<file path="src/rtl/ssd_scan_decoder_if.sv">
// Display-bus bundle between a multiplexed 7-segment driver and the scan decoder.
// The master drives the segment/anode lines; the slave (decoder) returns the recovered frame.
interface ssd_scan_decoder_if #(
  parameter int DIGITS = 4
);
  logic [6:0]          SSD;
  logic [DIGITS-1:0]   AN;
  logic [4*DIGITS-1:0] value;
  logic [DIGITS-1:0]   blank;
  logic [DIGITS-1:0]   digit_err;
  logic                frame_valid;

  modport master (
    output SSD,
    output AN,
    input  value,
    input  blank,
    input  digit_err,
    input  frame_valid
  );

  modport slave (
    input  SSD,
    input  AN,
    output value,
    output blank,
    output digit_err,
    output frame_valid
  );
endinterface

</file>
<file path="src/rtl/ssd_scan_decoder.sv">
// Recovers hex digits from a time-multiplexed active-low 7-segment bus: synchronise,
// wait for a stable digit, decode it, and publish the full frame once every digit is seen.
module ssd_scan_decoder #(
  parameter int DIGITS     = 4,
  parameter int STABLE_CYC = 4
) (
  input  logic              clk,
  input  logic              rst,
  ssd_scan_decoder_if.slave bus
);

  localparam logic [7:0]        CNT_LAST = 8'(STABLE_CYC - 1);
  localparam logic [7:0]        CNT_SAT  = 8'(STABLE_CYC);
  localparam logic [DIGITS-1:0] ONE      = DIGITS'(1);

  typedef enum logic [1:0] {
    S_IDLE,
    S_DWELL,
    S_CAPTURED
  } state_t;

  logic [6:0]          ssd_meta_q, ssd_sync_q;
  logic [DIGITS-1:0]   an_meta_q, an_sync_q;

  state_t              state_q, state_d;
  logic [7:0]          cnt_q, cnt_d;
  logic [DIGITS-1:0]   pair_an_q, pair_an_d;
  logic [6:0]          pair_ssd_q, pair_ssd_d;

  logic [4*DIGITS-1:0] shadow_val_q, shadow_val_d;
  logic [DIGITS-1:0]   shadow_blank_q, shadow_blank_d;
  logic [DIGITS-1:0]   shadow_err_q, shadow_err_d;
  logic [DIGITS-1:0]   seen_q, seen_d;

  logic [4*DIGITS-1:0] value_q, value_d;
  logic [DIGITS-1:0]   blank_q, blank_d;
  logic [DIGITS-1:0]   err_q, err_d;
  logic                fv_q, fv_d;

  logic [3:0]          dec_nib;
  logic                dec_blank;
  logic                dec_err;
  logic [DIGITS-1:0]   sel_onehot;
  logic                sel_valid;
  logic                pair_same;
  logic                capture;

  // Two-flop synchronisers; idle display (all lines high) is the reset state.
  always_ff @(posedge clk or posedge rst) begin
    if (rst) begin
      ssd_meta_q <= '1;
      ssd_sync_q <= '1;
      an_meta_q  <= '1;
      an_sync_q  <= '1;
    end else begin
      ssd_meta_q <= bus.SSD;
      ssd_sync_q <= ssd_meta_q;
      an_meta_q  <= bus.AN;
      an_sync_q  <= an_meta_q;
    end
  end

  always_comb begin
    dec_nib   = 4'h0;
    dec_blank = 1'b0;
    dec_err   = 1'b0;
    case (ssd_sync_q)
      7'h40:   dec_nib = 4'h0;
      7'h79:   dec_nib = 4'h1;
      7'h24:   dec_nib = 4'h2;
      7'h30:   dec_nib = 4'h3;
      7'h19:   dec_nib = 4'h4;
      7'h12:   dec_nib = 4'h5;
      7'h02:   dec_nib = 4'h6;
      7'h78:   dec_nib = 4'h7;
      7'h00:   dec_nib = 4'h8;
      7'h18:   dec_nib = 4'h9;
      7'h20:   dec_nib = 4'hA;
      7'h03:   dec_nib = 4'hB;
      7'h46:   dec_nib = 4'hC;
      7'h21:   dec_nib = 4'hD;
      7'h06:   dec_nib = 4'hE;
      7'h0E:   dec_nib = 4'hF;
      7'h7F:   dec_blank = 1'b1;
      default: dec_err = 1'b1;
    endcase
  end

  // A digit is selected only when exactly one anode is driven low.
  always_comb begin
    sel_onehot = ~an_sync_q;
    sel_valid  = (sel_onehot != '0) && ((sel_onehot & (sel_onehot - ONE)) == '0);
    pair_same  = (an_sync_q == pair_an_q) && (ssd_sync_q == pair_ssd_q);
  end

  always_ff @(posedge clk or posedge rst) begin
    if (rst) begin
      state_q    <= S_IDLE;
      cnt_q      <= '0;
      pair_an_q  <= '1;
      pair_ssd_q <= '1;
    end else begin
      state_q    <= state_d;
      cnt_q      <= cnt_d;
      pair_an_q  <= pair_an_d;
      pair_ssd_q <= pair_ssd_d;
    end
  end

  always_comb begin
    state_d    = state_q;
    cnt_d      = cnt_q;
    pair_an_d  = pair_an_q;
    pair_ssd_d = pair_ssd_q;
    capture    = 1'b0;
    case (state_q)
      S_IDLE: begin
        if (sel_valid) begin
          state_d    = S_DWELL;
          cnt_d      = 8'd1;
          pair_an_d  = an_sync_q;
          pair_ssd_d = ssd_sync_q;
        end
      end
      S_DWELL: begin
        if (!sel_valid) begin
          state_d = S_IDLE;
          cnt_d   = '0;
        end else if (!pair_same) begin
          cnt_d      = 8'd1;
          pair_an_d  = an_sync_q;
          pair_ssd_d = ssd_sync_q;
        end else if (cnt_q == CNT_LAST) begin
          // This sample is the STABLE_CYC-th identical one: capture now.
          capture = 1'b1;
          state_d = S_CAPTURED;
          cnt_d   = CNT_SAT;
        end else begin
          cnt_d = cnt_q + 8'd1;
        end
      end
      S_CAPTURED: begin
        if (!sel_valid) begin
          state_d = S_IDLE;
          cnt_d   = '0;
        end else if (!pair_same) begin
          state_d    = S_DWELL;
          cnt_d      = 8'd1;
          pair_an_d  = an_sync_q;
          pair_ssd_d = ssd_sync_q;
        end
      end
      default: begin
        state_d = S_IDLE;
        cnt_d   = '0;
      end
    endcase
  end

  always_ff @(posedge clk or posedge rst) begin
    if (rst) begin
      shadow_val_q   <= '0;
      shadow_blank_q <= '0;
      shadow_err_q   <= '0;
      seen_q         <= '0;
      value_q        <= '0;
      blank_q        <= '0;
      err_q          <= '0;
      fv_q           <= 1'b0;
    end else begin
      shadow_val_q   <= shadow_val_d;
      shadow_blank_q <= shadow_blank_d;
      shadow_err_q   <= shadow_err_d;
      seen_q         <= seen_d;
      value_q        <= value_d;
      blank_q        <= blank_d;
      err_q          <= err_d;
      fv_q           <= fv_d;
    end
  end

  always_comb begin
    shadow_val_d   = shadow_val_q;
    shadow_blank_d = shadow_blank_q;
    shadow_err_d   = shadow_err_q;
    seen_d         = seen_q;
    value_d        = value_q;
    blank_d        = blank_q;
    err_d          = err_q;
    fv_d           = 1'b0;
    if (capture) begin
      for (int i = 0; i < DIGITS; i++) begin
        if (sel_onehot[i]) begin
          shadow_val_d[4*i +: 4] = dec_nib;
          shadow_blank_d[i]      = dec_blank;
          shadow_err_d[i]        = dec_err;
          seen_d[i]              = 1'b1;
        end
      end
      // Publishing uses the post-capture shadow so the closing digit is included.
      if (&seen_d) begin
        value_d = shadow_val_d;
        blank_d = shadow_blank_d;
        err_d   = shadow_err_d;
        fv_d    = 1'b1;
        seen_d  = '0;
      end
    end
  end

  assign bus.value       = value_q;
  assign bus.blank       = blank_q;
  assign bus.digit_err   = err_q;
  assign bus.frame_valid = fv_q;

endmodule

</file>
<file path="src/flat_wrapper.sv">
// flat-port wrapper written by rule: the top's interface ports become plain ports
module ssd_scan_decoder_flat 
#(
  parameter int DIGITS     = 4,
  parameter int STABLE_CYC = 4
)
  (clk, rst, bus_SSD, bus_AN, bus_value, bus_blank, bus_digit_err, bus_frame_valid);
  ssd_scan_decoder_if #(.DIGITS(DIGITS)) bus_i ();
  input  logic clk;
  input  logic rst;
  input wire logic [$bits(bus_i.SSD)-1:0] bus_SSD;
  input wire logic [$bits(bus_i.AN)-1:0] bus_AN;
  output wire logic [$bits(bus_i.value)-1:0] bus_value;
  output wire logic [$bits(bus_i.blank)-1:0] bus_blank;
  output wire logic [$bits(bus_i.digit_err)-1:0] bus_digit_err;
  output wire logic [$bits(bus_i.frame_valid)-1:0] bus_frame_valid;
  assign bus_i.SSD = bus_SSD;
  assign bus_i.AN = bus_AN;
  assign bus_value = bus_i.value;
  assign bus_blank = bus_i.blank;
  assign bus_digit_err = bus_i.digit_err;
  assign bus_frame_valid = bus_i.frame_valid;
  ssd_scan_decoder #(.DIGITS(DIGITS), .STABLE_CYC(STABLE_CYC)) u_core (.clk(clk), .rst(rst), .bus(bus_i));
endmodule
</file>
<file path="config.mk">
export PLATFORM = sky130hd
export DESIGN_NAME = ssd_scan_decoder_flat
export DESIGN_NICKNAME = d
export VERILOG_FILES = /design/src/rtl/ssd_scan_decoder_if.sv /design/src/rtl/ssd_scan_decoder.sv /design/src/flat_wrapper.sv
export SDC_FILE = /design/constraint.sdc
export NUM_CORES = 1
export LEC_CHECK = 0
export CAP_MARGIN = 15
export CORE_AREA = 10 10 117 119
export DETAILED_ROUTE_END_ITERATION = 6
export DIE_AREA = 0 0 127 129
export HOLD_SLACK_MARGIN = 0.08
export PLACE_DENSITY_LB_ADDON = 0.3
export SETUP_SLACK_MARGIN = 0.15
export SYNTH_ARGS = -nofsm -noshare
export SYNTH_HDL_FRONTEND = slang
export SYNTH_SLANG_ARGS = --single-unit
</file>
<file path="constraint.sdc">
create_clock -name clk -period 3.8 [get_ports clk]
set_input_delay 0.95 -clock clk [delete_from_list [all_inputs] [get_ports clk]]
set_output_delay 0.95 -clock clk [all_outputs]
set_load 0.05 [all_outputs]
</file>
======== Word-level counts from Yosys, hierarchy flattened ========
Index checks and enable logic that the tools add are counted.
storage, ports and cells
  bits of input ports ..................... 13
  bits in registers ....................... 96
  memory bits (read-only) ................. 0
  latch bits .............................. 0
  output and inout port bits .............. 25
  RAM bits ................................ 0
  logic and storage cells ................. 113
  memories kept ........................... 0
operators by class
  $mul .................................... 0
  multiplexer cells ....................... 52
  $add $sub $neg .......................... 2
  divide/modulo/power cells ............... 0
  bitwise operators ....................... 2
  shift-type cells ........................ 0
  reduce and logical (&&, ||, !) cells .... 14
  order comparisons ....................... 0
  eq/ne operators ......................... 27
operators with widths
  operator               count
  $pmux W4 S15           1
  $mux W8                6
  $eq A7 B7 Y1 const B   5
  $mux W4                8
  $eq A7 B6 Y1 const B   4
  $mux W1                24
  $pmux W8 S3            1
  $eq A7 B5 Y1 const B   3
  $mux W7                3
  $reduce_or A17 Y1      1
  $eq A7 B2 Y1 const B   2
  $pmux W7 S2            1
  $mux W2                6
  $reduce_and A4 Y1      3
  $ne A3 B3 Y1 const B   3
  $add A8 B1 Y8 const B  1
  $eq A8 B2 Y1 const B   1
  $pmux W4 S2            1
  $eq A7 B3 Y1 const B   1
  $eq A7 B4 Y1 const B   1
  $eq A7 B7 Y1           1
  $logic_not A7 Y1       1
  $pmux W2 S3            1
  $reduce_and A5 Y1      1
  15 further kinds       17

======== Longest topological paths before layout ========
  depth after elaboration ................. 11
  mapped depth ............................ 9
  mapped depth without buffers ............ 7

======== Worst setup path before layout ========
OpenSTA, ideal clock, no wires.
  path type ............................... flip-flop to flip-flop
  from .................................... register u_core.ssd_sync_q[3]
  to ...................................... register u_core.pair_an_q[1]
  path buffers ............................ 3
  period minus slack after synthesis ...... 2,298 ps
  required time ........................... 3,718 ps
  stages on the path, launching flop included .. 10
  slack ................................... 1,502 ps
  setup time .............................. 82 ps
  data arrival time ....................... 2,216 ps
  cells stage by stage .................... dfstp_2 -> clkbuf_1 -> xnor2_1 -> nand4_1 -> nor3_1 -> buf_2 -> nand2_1 -> o211ai_1 -> buf_2 -> mux2_2
between the ends
  longest elaborated chain between the ends .. 4
ends and longest elaborated chain
  what                         RTL line                 source
  from (decl)                  ssd_scan_decoder.sv:22   logic [6:0] ssd_meta_q, ssd_sync_q;
  from (signal assigned)       ssd_scan_decoder.sv:57   ssd_sync_q <= ssd_meta_q;
  $eq A7 B7 Y1                 ssd_scan_decoder.sv:93   pair_same = (an_sync_q == pair_an_q) && (ssd_sync_q == pair_ssd_q);
  $logic_and A1 B1 Y1          ssd_scan_decoder.sv:93
  $ne A2 B2 Y1 (no line)       n/a
  $reduce_and A4 Y1 (no line)  n/a
  to (signal assigned)         ssd_scan_decoder.sv:105  pair_an_q <= pair_an_d;
  to (decl)                    ssd_scan_decoder.sv:27   logic [DIGITS-1:0] pair_an_q, pair_an_d;
No other way between the ends.
A chain may end at the register's enable or synchronous reset.

======== Worst setup path after layout ========
  from .................................... register u_core.cnt_q[0]
  to ...................................... register u_core.value_q[9] (netlist: u_core.bus.value[9])
between the ends
  longest elaborated chain between the ends .. 6
ends and longest elaborated chain
  what                         RTL line                 source
  from (decl)                  ssd_scan_decoder.sv:26   logic [7:0] cnt_q, cnt_d;
  from (signal assigned)       ssd_scan_decoder.sv:104  cnt_q <= cnt_d;
  $eq A8 B2 Y1                 ssd_scan_decoder.sv:133  end else if (cnt_q == CNT_LAST) begin
  $mux W1                      ssd_scan_decoder.sv:133
  $mux W1                      ssd_scan_decoder.sv:129  end else if (!pair_same) begin
  $mux W1                      ssd_scan_decoder.sv:126  if (!sel_valid) begin
  $mux W1                      ssd_scan_decoder.sv:116  case (state_q)
  $reduce_and A5 Y1 (no line)  n/a
  to (signal assigned)         ssd_scan_decoder.sv:175  value_q <= value_d;
  to (decl)                    ssd_scan_decoder.sv:35   logic [4*DIGITS-1:0] value_q, value_d;
No other way between the ends.

==> run_results.csv <==
group,metric,value,unit
sta,relSlewSlack,56.3,%
worst_setup_path,startpoint,"u_core.cnt_q[0]",
floorplan,dieArea,0.0164,sq mm
cts,cts_max_level,3,
sta,skew,0.00714,ns
power_and_ir_drop,powerDensity,456,mW/mm^2
floorplan,die_x,127,microns
detailed_routing,drcViolationCount,0,
cts,insertion_delay,0.34,ns
detailed_routing,wl,8970,microns
worst_setup_path,r2r-start,"u_core.cnt_q[0]",
worst_setup_path,worstPathMaxFanout,32,
worst_hold_path,min_path_cells,0,
sta,finalSetupViolations,0,
worst_setup_path,rrSetupSlack,1.04,ns
yosys,synthFlopType,"dfrtp_1",
sta,fmax,362,MHz
floorplan,ios,38,
floorplan,initial_core_util,39.0,%
power_and_ir_drop,switching_share,25.8,%
cts,cts-root-buf,"clkbuf_16",
floorplan,rows,39,
placement,gp_congestion,0.867,
power_and_ir_drop,p_total,2.37,mW
sta,worst-slew-pin-transition,0.651,ns
worst_setup_path,worstPathArrival,2.98,ns
global_routing,grtUsageTotal,11.4,%
detailed_routing,post_drt_wl_per_cell,16.1,microns
final_layout,final_nets,427,
detailed_routing,dr.pass1.iters,5,
yosys,ys_seq_elements,96,
global_routing,grt_pass1_wl,15400,microns
final_layout,nFillCells,1060,
detailed_routing,dr_total_vias,2921,
yosys,yosysSeqAreaShare,55.4,%
yosys,yosysMostFrequentCell,"dfrtp_1",
worst_setup_path,worst_path_max_delay_cell,"nand4_1",
yosys,syn-cell-area,0.00441,sq mm
cts,ctsResizeCount,0,
power_and_ir_drop,pwr-share-clk,35.7,%
cts,cts_buffers,9,
floorplan,core_area,0.0113,sq mm
worst_hold_path,min_path_type,"flip-flop to flip-flop",
sta,fin_crit,2.76,ns
worst_setup_path,crit_cells,7,
yosys,synth_top_cell_by_area,"dfrtp_1",
sta,rsz0062_at_grt,"false",
yosys,avgSynthCellArea,11.6,sq um
yosys,async_reset_ff_share,100,%
worst_setup_path,rr_endpoint,"u_core.bus.value[9]",
detailed_routing,via_per_inst,5.24,
cts,clk_pin_slew,0.07,ns
worst_setup_path,rr_worst_depth,7,
detailed_routing,drtAntennaViolNets,0,
yosys,synth-edff-count,0,
placement,dp.final_hpwl,6310,microns
outcome,status,"completed",
yosys,yosysWarnings,0,
final_layout,drive_above_1_share,17.4,%
cts,cts.sinks,96,
sta,setup_tns,0,ns
worst_setup_path,critical_path.max_stage_delay,0.53,ns
flow_run,maxCapViolCount,0,
yosys,syn-instance-count,379,
cts,postCtsSetupRepairBufs,0,
power_and_ir_drop,p_switching,610,uW
yosys,synth_nets,397,
worst_setup_path,path_cells,"ha_1 > or4b_1 > nor4_4 > nand4_1 > buf_4 > nand2_1 > o21ai_1",
power_and_ir_drop,internal-power,1.76,mW
global_routing,grt_pass1_vias,3054,
floorplan,die_h,129,microns
worst_setup_path,cp_num_buf_inv,1,
cts,cts_max_path_buffers,2,
power_and_ir_drop,comb_power_share,12.2,%
power_and_ir_drop,p_leak,2.21,nW
sta,hold_violations,0,
worst_setup_path,critPathRequiredTime,4.01,ns
final_layout,areaGrowthSynthToFinish,17.7,%
yosys,synth_area_leaders,"dfrtp_1, dfstp_2, mux2_1",
cts,cts_tree,"built",
global_routing,grt_max_degree,64,
global_routing,grt_overflow,0,
worst_setup_path,cp-endpoint,"u_core.bus.value[9]",
global_routing,antenna_found_initial,0,
worst_setup_path,startpoint_type,"flip-flop",
yosys,synth_cell_types,56,
detailed_routing,drt-initial-drc-count,395,
sta,fin_crit_sh,72.7,%
power_and_ir_drop,peakVddDrop,0.000257,V
cts,ctsHoldBuffers,0,
placement,io_buffer_count,37,
worst_setup_path,endpoint_kind,"flip-flop",
yosys,synth_common_cells,"dfrtp_1, nand2_1, dfstp_2, mux2_1, o21ai_1",
power_and_ir_drop,p_seq_share,52.1,%
yosys,synth_top_area_share,35.7,%
sta,maxSlewViolCount,0,
final_layout,n_antenna_cell,0,
worst_setup_path,path_class,"flip-flop to flip-flop",
worst_setup_path,crit_family,"simple AND/OR/NAND/NOR gates",
==> cell families after synthesis <==
logic type / share of synthesized area, %
compound gates: 10.6
xor+xnor: 2.78
fa+ha+maj: 1.42
buf+inv: 3.23
flops: 55.4
mux: 13.1
simple gates: 13.4
==> power groups by stage <==
stage          Clock, mW  Combinational [mW]  Sequential (mW)
6_report           0.844               0.288             1.23
3_5_place_dp           0               0.288             1.25
5_1_grt            0.908               0.329             1.25
4_1_cts            0.871               0.291             1.23
3_3_place_gp           0               0.282             1.25
2_1_floorplan          0               0.249             1.21
==> worst register-to-register path: cells and delay by family, from the launching register on <==
kind | cells | cell delay, ns
and+or+nand+nor | 4 | 1.54
buffers and inverters | 1 | 0.42
DFF | 1 | 0.40
adders and majority gates | 1 | 0.23
AOI/OAI and AO/OA | 1 | 0.07
==> cell usage in the layout, fill, tap and decap left out, drive strengths merged, types with 10 or more instances in the layout <==
master and instances:
clkbuf 10, clkdlybuf4s50 37, dfrtp 63, dfstp 33
inv 14, mux2 39, mux2i 14, nand2 40
nand3 13, nor2 12, o21ai 27, xnor2 13
==> area by class of cell <==
class,instances,area (sq um),share of cell area [%]
Sequential cell,96,2440,47.1
Multi-Input combinational cell,248,1820,35.1
Timing Repair Buffer,41,413,7.96
Clock buffer,10,229,4.41
Tap cell,143,179,3.45
Clock inverter,6,51.3,0.988
Inverter,13,50.0,0.964
==> worst min-delay path by stage <==
stage | start | slack, ns | end
floorplan | u_core.an_meta_q[0] | 0.35 | u_core.an_sync_q[0]
global placement | u_core.an_meta_q[1] | 0.35 | u_core.an_sync_q[1]
detailed placement | u_core.an_meta_q[1] | 0.35 | u_core.an_sync_q[1]
CTS | u_core.an_meta_q[2] | 0.36 | u_core.an_sync_q[2]
global route | u_core.ssd_meta_q[2] | 0.36 | u_core.ssd_sync_q[2]
finish | u_core.ssd_meta_q[1] | 0.36 | u_core.ssd_sync_q[1]
==> sequential cells by signal, indices dropped and copies added (netlist names) <==
signal                  cells
u_core.cnt_q                8
u_core.ssd_meta_q           7
u_core.bus.blank            4
u_core.an_sync_q            4
u_core.shadow_val_q        16
u_core.seen_q               4
u_core.shadow_blank_q       4
u_core.ssd_sync_q           7
u_core.bus.digit_err        4
u_core.pair_an_q            4
u_core.state_q              2
u_core.pair_ssd_q           7
u_core.bus.value           16
u_core.bus.frame_valid      1
u_core.an_meta_q            4
u_core.shadow_err_q         4
==> stage by stage <==
| stage | instances | utilization (%) | setup WS (ns) | hold WS [ns] | area (sq um) |
|---|---|---|---|---|---|
| detailed placement | 540 | 43.3 | 1.03 | 0.347 | 4900 |
| floorplan | 379 | - | 0.399 | 0.345 | 4410 |
| global placement | 540 | 43.3 | 1.13 | 0.346 | 4900 |
| finish | 557 | 45.8 | 1.04 | 0.356 | 5190 |
| CTS | 556 | 45.8 | 1.02 | 0.357 | 5180 |
| global route | 557 | 45.8 | 0.795 | 0.363 | 5190 |
==> layer usage <==
| metal | routed length, microns | track usage [%] | vias to the layer above |
|---|---|---|---|
| met5 | 0 | 0 | - |
| met3 | 528 | 2.96 | 2 |
| met1 | 3940 | 14.2 | 1452 |
| li1 | - | - | 1408 |
| met2 | 4460 | 18.8 | 59 |
| met4 | 42 | 4.15 | 0 |
Note: power is estimated with default switching activity, not from simulation.
==> RTL edit 1 (config.mk and constraints unchanged) <==
`DIGITS` is set to 4 in 3 places; all go to 8.
--- a/src/rtl/ssd_scan_decoder_if.sv
+++ b/src/rtl/ssd_scan_decoder_if.sv
@@ -2,5 +2,5 @@
 // The master drives the segment/anode lines; the slave (decoder) returns the recovered frame.
 interface ssd_scan_decoder_if #(
-  parameter int DIGITS = 4
+  parameter int DIGITS = 8
 );
   logic [6:0]          SSD;
--- a/src/rtl/ssd_scan_decoder.sv
+++ b/src/rtl/ssd_scan_decoder.sv
@@ -2,5 +2,5 @@
 // wait for a stable digit, decode it, and publish the full frame once every digit is seen.
 module ssd_scan_decoder #(
-  parameter int DIGITS     = 4,
+  parameter int DIGITS     = 8,
   parameter int STABLE_CYC = 4
 ) (
--- a/src/flat_wrapper.sv
+++ b/src/flat_wrapper.sv
@@ -2,5 +2,5 @@
 module ssd_scan_decoder_flat 
 #(
-  parameter int DIGITS     = 4,
+  parameter int DIGITS     = 8,
   parameter int STABLE_CYC = 4
 )
Ports: changed (resized bus_AN, bus_blank, bus_digit_err and bus_value); port bits go from 38 to 66. No check against the original RTL was run, so the function may have changed too.
==> RTL edit 1 against the original RTL <==
- worst setup slack got worse by 0.19 ns
- global-route usage increased by 9.2 points
- design area increased by 63%
- area after synthesis increased by 63%
- total power increased by 65%
- count of clock-buffer cells in the layout increased by 11
- routed wire length increased by 85%
- sequential cell count increased by 64
- utilization increased by 29 points
- largest cell class unchanged
- highest routed layer unchanged
==> RTL edit 1: results (changes against the original RTL) <==
Drt
  – Initial DRC count: 543 (+37%)
  – DR WL/cell: 19.8 um (+23%)

Global route
  – Met3 Resource Use GR: 6.45% (+3.5 points)
  – Initial antenna violation count: 1 (+1)
  – GR Util met2: 32.7% (+14 points)
  – GR Layer Usage met1: 25.6% (+11 points)
  – Pin count of the biggest net entering global routing: 49 (-23%)
  – Vias in the first global route: 5209 (+71%)

Finish
  – FILL cells: 743 (-30%)
  – Final nets: 700 (+64%)
  – Share of cells above drive strength 1: 25.2% (+7.8 points)

STA
  – Clock skew: 0.00591 ns (-0.00123 ns)
  – Worst slew margin: 39.2% (-17 points)

Worst setup path
  – Reg-to-Reg Start: u_core.an_sync_q[1]$_DFF_PP1_
  – Arr. time, crit path: 3.27 ns (+0.29 ns)
  – Critical Path Max Stage Delay: 0.76 ns (+0.23 ns)
  – Max stage delay cell, worst path: dfstp_2
  – Critical Path Fanout Max: 17 (-47%)
  – Setup crit start: u_core.an_sync_q[1]$_DFF_PP1_
  – CP delay by family, top: simple AND/OR/NAND/NOR gates
  – R2R Path End: u_core.shadow_err_q[6]$_DFFE_PP0P_

Run status
  – Outcome: complete, no violations

Placement
  – Detailed placer's ending HPWL: 11600 um (+84%)
  – Gpl congestion: 0.832 (-4.0%)
  – Port bufs: 65 (+76%)

Clocking
  – CTS buffer count: 17 (+8)
  – H-tree Lvls: 4 (+1)

Worst hold path
  – Worst hold start: u_core.ssd_meta_q[6]$_DFF_PP1_
  – Hold Path End: u_core.ssd_sync_q[6]$_DFF_PP1_

Power and ir drop
  – Static Leakage: 3.78 nW (+71%)
  – Cell internal pwr: 0.00295 W (+68%)

Synthesis
  – Post-synth top cells: 115 x dfrtp_1, 71 x mux2_2, 58 x nand2_1, 48 x o21ai_0, 45 x dfstp_2
  – Register area share after synthesis: 56.6% (+1.2 points)
  – Unique masters post-synth: 55 (-1.8%)
  – Synth area leaders: dfrtp_1 40%, dfstp_2 16%, mux2_2 11%
-- RTL edit 1: cell types whose count changed in the layout (fill, tap and decap cells not counted), sizes merged, moves of 7 or more --
cell           unedited run  this run
dfrtp                    63       115
nor2                     12        40
o21ai                    27        48
clkbuf                   10        21
dfstp                    33        45
a21oi                     8        36
buf                       4        11
nand2b                    1        10
nand2                    40        58
clkdlybuf4s50            37        65
mux2                     39        81
-- RTL edit 1: final cells by class --
| type | count | area, um^2 | share of cell area (%) |
|---|---|---|---|
| diodes | 1 | 2.50 | 0.0296 |
| clock inverters | 11 | 87.6 | 1.04 |
| inverters | 18 | 71.3 | 0.843 |
| well taps | 143 | 179 | 2.11 |
| multi-input cells | 405 | 2850 | 33.7 |
| flip-flops and latches | 160 | 4060 | 48.0 |
| clock buffers | 21 | 450 | 5.32 |
| repair buffers | 76 | 758 | 8.96 |
-- RTL edit 1: per-layer routing --
| layer | routed length [um] | vias to the layer above |
|---|---|---|
| met1 | 6980 | 2466 |
| li1 | - | 2270 |
| met5 | 0 | - |
| met2 | 8070 | 181 |
| met3 | 1180 | 31 |
| met4 | 348 | 0 |
-- RTL edit 1: cell families after synthesis --
kind of cell | synth area share (%)
xor gates and xnor gates | 1.96
buffers and inverters | 3.56
DFF | 56.6
AOI/OAI and AO/OA | 10.3
and+or+nand+nor | 11.6
adders and majority gates | 0.873
muxes | 15.1
-- RTL edit 1: metrics by stage --
step           hold WS, ns  power [W]  cell area [um^2]  cells  setup WS, ns
2_1_floorplan        0.345    0.00224              7170    620         0.858
3_3_place_gp         0.346    0.00234              7920    802         0.984
4_1_cts              0.355    0.00393              8460    834         0.838
3_5_place_dp         0.347    0.00236              7920    802         0.909
5_1_grt              0.357    0.00406              8460    834         0.676
6_report             0.355    0.00391              8460    835         0.841
-- RTL edit 1: worst max-delay path by stage --
stage	endpoint	slack [ns]	depth (start not counted)
after global routing	u_core.shadow_val_q[27]$_DFFE_PP0P_	0.68	7
final	u_core.shadow_err_q[6]$_DFFE_PP0P_	0.84	7
after floorplan	u_core.bus.blank[0]$_DFFE_PP0P_	0.86	1
after detailed placement	u_core.shadow_err_q[6]$_DFFE_PP0P_	0.91	7
after global placement	u_core.shadow_blank_q[6]$_DFFE_PP0P_	0.98	7
after CTS	u_core.shadow_val_q[27]$_DFFE_PP0P_	0.84	7
-- RTL edit 1: power by group through the flow --
stage	combinational (W)	clock (W)	sequential [W]
after detailed placement	0.000379	0	0.00198
final	0.000380	0.00157	0.00196
after CTS	0.000382	0.00159	0.00195
after global routing	0.000422	0.00167	0.00197
after global placement	0.000365	0	0.00197
after floorplan	0.000316	0	0.00193
==> RTL edit 2 (config.mk and constraints unchanged) <==
Without the edit above. Take the reset off `shadow_val_q` and `value_q` and load them in a clocked block of their own.
--- a/src/rtl/ssd_scan_decoder.sv
+++ b/src/rtl/ssd_scan_decoder.sv
@@ -160,22 +160,23 @@
   always_ff @(posedge clk or posedge rst) begin
     if (rst) begin
-      shadow_val_q   <= '0;
       shadow_blank_q <= '0;
       shadow_err_q   <= '0;
       seen_q         <= '0;
-      value_q        <= '0;
       blank_q        <= '0;
       err_q          <= '0;
       fv_q           <= 1'b0;
     end else begin
-      shadow_val_q   <= shadow_val_d;
       shadow_blank_q <= shadow_blank_d;
       shadow_err_q   <= shadow_err_d;
       seen_q         <= seen_d;
-      value_q        <= value_d;
       blank_q        <= blank_d;
       err_q          <= err_d;
       fv_q           <= fv_d;
     end
+  end
+
+  always_ff @(posedge clk) begin
+    shadow_val_q <= shadow_val_d;
+    value_q      <= value_d;
   end
 
Behaviour: no difference found for any inputs over 10 cycles, from zero or initial values and one cycle with rst high; that may be too few to reach the edited logic, so the function may still have changed.
==> RTL edit 2 against the original RTL <==
- design area barely moved
- area after synthesis did not move
- total power rose by 6.7%
- clock skew rose by 0.00055 ns
- worst setup slack got worse by 0.13 ns
- sequential cell count did not move
- global-route usage rose by 0.15 points
- routed wire length fell by 1.4%
- final cell count fell by 4.8%
- critical endpoint is now u_core.shadow_val_q[7]$_DFFE_PP_
- largest power group unchanged
==> RTL edit 2: results (changes against the original RTL) <==
Global route
  – Pin count of the biggest net entering global routing: 33 (-48%)
  – Total track usage: 11.6% (+0.15 points)
  – Vias in the first global route: 2963 (-3.0%)
  – GR Util met2: 18.9% (+0.091 points)
  – GR Layer Usage met1: 14.3% (+0.074 points)
  – First-pass GRT wire length: 15400 um (about the same)
  – Met3 Resource Use GR: 3.74% (+0.78 points)

Power and ir drop
  – Static Leakage: 1.97 nW (-11%)
  – Total power: 0.00252 W (+6.7%)
  – Clk pwr: 0.000938 W (+11%)
  – P_comb: 0.000301 W (+5%)
  – Sw Ratio: 25.4% (-0.35 points)

Worst hold path
  – Worst hold start: u_core.ssd_meta_q[2]$_DFF_PP1_
  – Hold Path End: u_core.ssd_sync_q[2]$_DFF_PP1_
  – HP Class: flop to flop

Drt
  – Wl on met1: 4050 um (+2.7%)
  – Via Count: 2825 (-3.3%)
  – Initial DRC count: 243 (-38%)
  – DR WL/cell: 16.7 um (+3.6%)
  – Pre-antenna DRT Iters: 4 (-1)
  – WL met3: 385 um (-27%)

Placement
  – Placed cell count: 514 (-4.8%)
  – Detailed placer's ending HPWL: 6070 um (-3.8%)
  – Port bufs: 37 (unchanged)
  – Gpl congestion: 0.772 (-11%)

Synthesis
  – Post-synthesis mux area share: 9.16% (-4.0 points)
  – Register area share after synthesis: 59.0% (+3.6 points)
  – Unique masters post-synth: 68 (+21%)
  – Cells after Synth: 351 (-7.4%)
  – Synth Area in Compound Gates: 11.4% (+0.77 points)
  – Ys flop type: dfstp_2
  – Syn_nets: 369 (-7.1%)
  – Post-synth EDFFs: 32 (+32)
  – Post-synthesis xor/xnor area fraction: 2.95% (+0.17 points)
  – Synth async-reset ratio: 66.7% (-33 points)

Worst setup path
  – Critical Path Fanout Max: 22 (-31%)
  – Reg2Reg Depth: 5 (-2)
  – Setup crit start: u_core.ssd_sync_q[5]$_DFF_PP1_
  – R2R setup slack: 0.91 ns (-0.13 ns)
  – Arr. time, crit path: 2.88 ns (-0.10 ns)
  – Max stage delay cell, worst path: dfstp_2
  – Critical Path Max Stage Delay: 0.77 ns (+0.24 ns)
  – R2R Path End: u_core.shadow_val_q[7]$_DFFE_PP_

STA
  – WHS: 0.354 ns (-0.00211 ns)
  – Clock skew: 0.00770 ns (+0.000554 ns)
  – Worst slew margin: 44.2% (-12 points)

Finish
  – Final nets: 400 (-6.3%)
  – Clock buffer cells: 9 (-1)
  – ClkCell Share: 6.00% (+0.60 points)
  – Signal buffers: 40 (-2.4%)
  – Number of sequential cells: 96 (unchanged)
  – Layout Cells excl Fill: 530 (-4.8%)
  – Share of cells above drive strength 1: 27.1% (+9.7 points)
  – Non-clock buffering overhead: 7.57% (-0.39 points)
  – Comb_multi_in: 223 (-10%)
  – Inverters: 12 (-1)
  – FILL cells: 1058 (-0.19%)

Run status
  – Outcome: complete, no violations
## RTL edit 2: changes by cell type in the layout (fill, tap and decap cells not counted), moves of 4 or more
cell / unedited run / this run
nor3_1: 3 / 7
and3_1: 7 / 2
edfxtp_1: 0 / 32
mux2i_1: 14 / 1
nor2_1: 8 / 20
mux2_1: 31 / 0
mux2_2: 8 / 35
nand2b_1: 1 / 7
nand2_1: 40 / 22
o21ai_1: 18 / 2
dfrtp_1: 63 / 31
o31ai_1: 1 / 5
nor2_4: 4 / 0
a31oi_1: 4 / 0
## RTL edit 2: per-stage QoR
step                area, um^2  setup slack [ns]
global placement          4880              1.02
global route              5190             0.695
finish                    5190             0.906
detailed placement        4880             0.915
floorplan                 4410             0.977
CTS                       5190             0.882
## RTL edit 2: logic make-up (layout without fill, tap and decap cells)
group                      count (synthesis)  count (layout)
adders and majority gates                  5               5
DFF                                       96              96
xor gates and xnor gates                  14              14
muxes                                     36              36
and+or+nand+nor                           99              99
AOI/OAI and AO/OA                         69              69
buffers and inverters                     32              68
